**src/rtl/banco_registradores_param.sv**
```systemverilog
// Parametrised nRisc register file: two combinational read ports, one write port,
// an observation tap and a per-register pending-write scoreboard.
module banco_registradores_param #(
    parameter int unsigned LARGURA = 8,
    parameter int unsigned ENDW    = 4,
    parameter int unsigned REG_OBS = 7,
    parameter bit          ZERO_R0 = 1'b0,
    parameter bit          BYPASS  = 1'b1
) (
    input  logic               Clock,
    input  logic               Reset,
    input  logic [ENDW-1:0]    RegLido1,
    input  logic [ENDW-1:0]    RegLido2,
    input  logic [ENDW-1:0]    RegEscrito,
    input  logic [LARGURA-1:0] DadoEscrito,
    input  logic               EscReg,
    input  logic               Reserva,
    input  logic [ENDW-1:0]    RegReserva,
    output logic [LARGURA-1:0] DadoLido1,
    output logic [LARGURA-1:0] DadoLido2,
    output logic [LARGURA-1:0] DadoObs,
    output logic               Ocupado1,
    output logic               Ocupado2
);

    localparam int unsigned     NREG    = 2 ** ENDW;
    localparam logic [ENDW-1:0] OBS_IDX = ENDW'(REG_OBS);

    logic [LARGURA-1:0] regs_q [NREG];
    logic [LARGURA-1:0] regs_d [NREG];
    logic [NREG-1:0]    busy_q;
    logic [NREG-1:0]    busy_d;

    logic               wr_en;
    logic               rsv_en;

    logic [ENDW-1:0]    rd_addr [2];
    logic [LARGURA-1:0] rd_data [2];
    logic [1:0]         rd_busy;

    assign wr_en  = EscReg  && !(ZERO_R0 && (RegEscrito == '0));
    assign rsv_en = Reserva && !(ZERO_R0 && (RegReserva == '0));

    // Reservation is applied after the write so a colliding reserve keeps the bit set.
    always_comb begin
        regs_d = regs_q;
        busy_d = busy_q;
        if (wr_en) begin
            regs_d[RegEscrito] = DadoEscrito;
            busy_d[RegEscrito] = 1'b0;
        end
        if (rsv_en) begin
            busy_d[RegReserva] = 1'b1;
        end
    end

    always_ff @(posedge Clock or negedge Reset) begin
        if (!Reset) begin
            for (int unsigned i = 0; i < NREG; i++) begin
                regs_q[i] <= '0;
            end
            busy_q <= '0;
        end else begin
            regs_q <= regs_d;
            busy_q <= busy_d;
        end
    end

    assign rd_addr[0] = RegLido1;
    assign rd_addr[1] = RegLido2;

    always_comb begin
        for (int unsigned p = 0; p < 2; p++) begin
            rd_data[p] = regs_q[rd_addr[p]];
            rd_busy[p] = busy_q[rd_addr[p]];
            if (ZERO_R0 && (rd_addr[p] == '0)) begin
                rd_data[p] = '0;
                rd_busy[p] = 1'b0;
            end else begin
                if (BYPASS && EscReg && (RegEscrito == rd_addr[p])) begin
                    rd_data[p] = DadoEscrito;
                end
                // A same-cycle reservation marks a newer producer, overriding the bypass.
                if (Reserva && (RegReserva == rd_addr[p])) begin
                    rd_busy[p] = 1'b1;
                end else if (BYPASS && EscReg && (RegEscrito == rd_addr[p])) begin
                    rd_busy[p] = 1'b0;
                end
            end
        end
    end

    assign DadoLido1 = rd_data[0];
    assign DadoLido2 = rd_data[1];
    assign Ocupado1  = rd_busy[0];
    assign Ocupado2  = rd_busy[1];
    assign DadoObs   = regs_q[OBS_IDX];

endmodule
```
**config.mk**
```make
export PLATFORM = sky130hd
export DESIGN_NAME = banco_registradores_param
export DESIGN_NICKNAME = d
export VERILOG_FILES = /design/src/rtl/banco_registradores_param.sv
export SDC_FILE = /design/constraint.sdc
export NUM_CORES = 1
export LEC_CHECK = 0
export ABC_CLOCK_PERIOD_IN_PS = 1700
export BUFFER_PORTS_ARGS = -buffer_cell sky130_fd_sc_hd__buf_2
export CAP_MARGIN = 20
export CORE_ASPECT_RATIO = 0.75
export CORE_MARGIN = 1
export CORE_UTILIZATION = 63
export CTS_BUF_LIST = sky130_fd_sc_hd__clkbuf_8
export DETAILED_ROUTE_END_ITERATION = 16
export MAX_ROUTING_LAYER = met4
export PLACE_DENSITY = 0.82
export SETUP_SLACK_MARGIN = 0.05
export SYNTH_ARGS = -nofsm -noshare
export SYNTH_HDL_FRONTEND = slang
export SYNTH_SLANG_ARGS = --single-unit
```
**constraint.sdc**
```tcl
create_clock -name Clock -period 1.7 [get_ports Clock]
set_input_delay 0.085 -clock Clock [delete_from_list [all_inputs] [get_ports Clock]]
set_output_delay 0.085 -clock Clock [all_outputs]
set_load 0.03 [all_outputs]
```
---- Word level (Yosys, flattened, before mapping) ----
Cells that the tools add are included.
W data, S select, Z words.
word-level totals
  logic and storage cells ................. 69
  output and inout port bits .............. 26
  register bits after elaboration ......... 144
  input port bits ......................... 28
operators by class
  muxes and demuxes ....................... 25
  eq/ne operators ......................... 4
  reductions and logical operators ........ 7
  bitwise gates (word level) .............. 6
  order comparisons ....................... 10
operators by type and width
  operator              number
  $bwmux W128           1
  $bmux W8 S4           2
  $mux W8               7
  $demux W8 S4          1
  $mux W16              2
  $lt A4 B5 Y1 const B  4
  $and A16 B16 Y16      1
  $eq A4 B4 Y1          4
  $not A16 Y16          1
  $or A16 B16 Y16       1
  $ge A5 B5 Y1 const B  3
  $not A4 Y5            3
  $bmux W1 S4           2
  $demux W1 S4          2
  $ge A4 B1 Y1 const B  2
  $mux W1               8
  $logic_and A1 B1 Y1   7
  $lt A5 B1 Y1 const B  1

---- Depth between registers and ports, before layout ----
  depth after elaboration ................. 9
  depth in mapped cells ................... 7
  depth with buffers taken out ............ 4

---- Worst setup path before layout ----
No wires, ideal clock.
  path kind ............................... input -> output
  start ................................... input RegLido2[0]
  end ..................................... output DadoLido2[0]
  data required time ...................... 1.615 ns
  stages on the path ...................... 5
  buffers on the path ..................... 2
  arrival time ............................ 1.447 ns
  setup slack ............................. 0.168 ns
  cell sequence ........................... buf_6 buf_12 xor2_2 nor4_4 mux2_2
between the ends
  cells in the longest elaborated chain, start to end .. 5
  elaborated cells on any way between the ends .. 7
  those cells by class .................... eq/ne: 1; mux: 4; bitwise: 1; reduce/logical: 1
ends and longest elaborated chain
  what                                        line  text
  start, declared                             13    input logic [ENDW-1:0] RegLido2,
  $not A4 Y5 (implied by the code)            74    rd_data[p] = regs_q[rd_addr[p]];
  $bmux W8 S4                                 74
  $mux W8 (implied by the code) (2 in a row)  74
  $mux W8 (*)                                 80    if (BYPASS && EscReg && (RegEscrito == rd_addr[p])) begin
  end, declared                               20    output logic [LARGURA-1:0] DadoLido2,
Mark *: on every way between the ends. The rest lies on a longest branch, timed or not. The select of a mux whose other input is x is not followed.

---- Final worst setup path ----
  start ................................... register regs_q[19] (netlist name)
  end ..................................... output DadoLido1[3]
between the ends
  cells in the longest elaborated chain, start to end .. 4
ends and longest elaborated chain
  what                                        line  text
  start, declared                             29    logic [LARGURA-1:0] regs_q [NREG];
  start signal, assigned                      64    regs_q <= regs_d;
  $bmux W8 S4                                 74
  $mux W8 (implied by the code) (2 in a row)  74
  $mux W8                                     80
  end, declared                               19    output logic [LARGURA-1:0] DadoLido1,
No other way between the ends. The select of a mux whose other input is x is not followed.

==> metrics <==
Seq pwr share 0.439; clock power share 0.225; DRT antenna net count 0; Max clock buf depth 2; vias in the first global route around 5800; Hold Crit Class in -> reg; clock latency on the worst-skew pair ~0.45 ns; Max Cap Violations 0; Slew HR 0.6718; Setup WS post-layout -0.5455 ns; Post-Route WL 22.88 mm; leakage 0.004260 uW; Mapped Cells approximately 570; Clock transition at path regs 0.09 ns; critical path's top delay family multiplexers; shortest period the worst path allows around 2.2 ns; critical path fanouts, max 3; first-pass GRT wire length approximately 35 mm; Post-Syn Area between 8000 and 9000 sq um; CTS sink cnt ~140; Sw Ratio 0.3332; Setup Crit Path Kind reg -> out; Comb pwr share 0.336; Final Skew 0 ns; Netlist cell types 36; vias per inst 6.707; worst path bufs/invs 1; maximum vdd drop approximately 0.72 mV; largest net degree at the start of global routing 51; Num CTS Buffers 17; Peak Freq 445.3 MHz; Final setup viols 18; Via Count approximately 5700; nets@finish 693; outcome finished with violations; Die Wd approximately 140 um; final hold vios 0; post-synthesis register bit count 144; initial drt markers ~500; YS warnings 0; die span in y a little over 100 um; Worst path max stage delay ~0.50 ns; all-layer global routing usage 0.3659; Main synth FF type dfrtp_1; total gr overflow 0; Power Total 11140 uW; TritonCTS clock tree done; PwrDens about 1100 nW/um^2; wire length per cell around 27 um; # IOs 54; crit end category output port; Layout area overhead 15.80%; Setup crit start kind flip-flop; Rows 36; Worst path slowest cell mux4_2; Initial Utilization 0.6500; crit path DAT roughly 2.2 ns; Pint around 7400 uW; Final TNS setup -8.310 ns; initial antenna violation count 0; worst endpoint required time ~1.6 ns; crit-path cells mux4_2, mux2i_2, mux2i_1, mux2_4, buf_6; Slew Limit Fails 0; Avg Cell Area, Syn about 15 sq um; Worst-Margin Slew between 0.4 and 0.5 ns; sequential cell area fraction in the yosys report 0.4230; CTS H-Tree Depth 4; Core ar. between 10000 and 15000 sq um; EDFF count, synth 0; top-area cell type share of the netlist area 0.4230; HPWL after DPL ~16 mm; failing checks setup timing; synth top area cells dfrtp_1 (42%), mux2_2 (14%), mux4_2 (13%), mux4_1 (6.8%), mux2i_1 (5.6%); Die ar. 14000 sq um; Mapped Nets around 600; RSZ-0062 raised after global routing yes; port bufs 53; Placed Area 9258 sq um; post-layout instance area ~9900 sq um; switching power about 3700 uW; GPL Wtd Cong a little under 0.9; first drt pass iteration count 5; fill count slightly below 800; Tcrit/Tclk final 1.321; drt drc 0; clock root cell clkbuf_8; leading area contributor after synthesis dfrtp_1; n_diodes 0; share of cells above drive strength 1 0.5162; Post-synth ARST share 1.000
==> through the flow <==
| step | hold WS (ns) | util | instances | setup WS [ns] |
|---|---|---|---|---|
| 4_1_cts | 0.01547 | 0.7486 | 843 | -0.5389 |
| 2_1_floorplan | -0.2106 | - | 571 | 0.1681 |
| 6_report | 0.04410 | 0.7527 | 849 | -0.5455 |
| 3_5_place_dp | 0.06627 | 0.7063 | 798 | -0.2465 |
| 3_3_place_gp | 0.05816 | 0.7063 | 798 | -0.2239 |
| 5_1_grt | 0.03667 | 0.7527 | 849 | -0.6234 |
==> power groups by stage <==
stage | logic [uW] | registers [uW] | clock network (uW)
final | 3750 | 4880 | 2510
after global routing | 3950 | 4970 | 2700
after CTS | 3660 | 4830 | 2530
after detailed placement | 3300 | 4890 | 0
after global placement | 3180 | 4770 | 0
after floorplan | 2500 | 4640 | 0
==> layout make-up <==
type                    instances  area, sq um  share of cell area
clock buffers                  19        261.5             0.02651
clock inverters                13        101.3             0.01027
inverters                       1        3.754           0.0003805
multi-input cells             368         4472              0.4533
flip-flops and latches        144         3605              0.3654
well taps                     171        214.0             0.02169
repair buffers                133         1209              0.1225
==> what timing repair did <==
item | in CTS | in global routing
endpoints found under the hold margin | 128 | 0
resized for setup | 59 | 7
pin swaps | 2 | 3
buffers inserted | 7 | 6
hold buffers | 6 | 0
setup endpoints to repair | 18 | 18
==> cells by family (layout without fill, tap and decap cells) <==
| family | Yosys count | after routing | share of synthesized area |
|---|---|---|---|
| flops | 144 | 144 | 0.4230 |
| buf+inv | 59 | 166 | 0.04949 |
| xor+xnor | 16 | 16 | 0.01733 |
| simple gates | 61 | 61 | 0.04597 |
| compound gates | 27 | 27 | 0.01748 |
| mux | 264 | 264 | 0.4468 |
==> worst min-delay path, stage by stage <==
cell and delay (ns):
buf_2 0.16, nand3_1 0.14, o31ai_1 0.09
==> sequential cells by signal (all words and copies together), names as in the netlist <==
signal and flops:
regs_q 120, busy_q 16, DadoObs 8
==> cells in the final DEF, fill, tap and decap left out, types with 7 or more instances in the layout <==
cell,synthesis,routed
dfrtp_1,144,143
mux2_2,103,98
mux4_2,50,68
buf_4,11,58
mux2i_1,48,41
mux2_1,41,41
buf_2,17,34
o21ai_0,20,20
clkbuf_8,2,19
buf_6,6,18
buf_12,3,17
nand2_1,14,14
xor2_1,11,11
nand2b_1,9,9
mux2i_2,0,7
nand3_1,7,7
nor2_2,7,7
==> path summary, 6_finish.rpt <==
check | startpoint | endpoint | slack [ns] | cells after the start
worst max-delay path | regs_q[19] | DadoLido1[3] | -0.55 | 5
worst min-delay path | RegReserva[2] | busy_q[12] | 0.04 | 3
max in group asynchronous | Reset | regs_q[73] | 0.90 | 3
worst max register to register | busy_q[1] | busy_q[1] | 0.37 | 4
worst min register to register | regs_q[63] | regs_q[63] | 0.53 | 1
min in group asynchronous | Reset | regs_q[81] | 0.15 | 2
==> metal layers <==
metal	vias to the layer above	wire, um	track usage
met1	2979	9596	0.5000
met5	-	0	-
met2	305	10610	0.5420
met4	0	493	0.1017
met3	52	2173	0.1018
li1	2358	-	-
==> synth_stat cells (7+ instances only) <==
cell type  instances
nand2_1           14
o21ai_0           20
nand2b_1           9
nand3_1            7
mux2i_1           48
mux2_2           103
mux4_2            50
buf_4             11
dfrtp_1          144
clkbuf_1          15
mux4_1            22
buf_2             17
mux2_1            41
xor2_1            11
nor2_2             7
(Power assumes the default switching activity.)
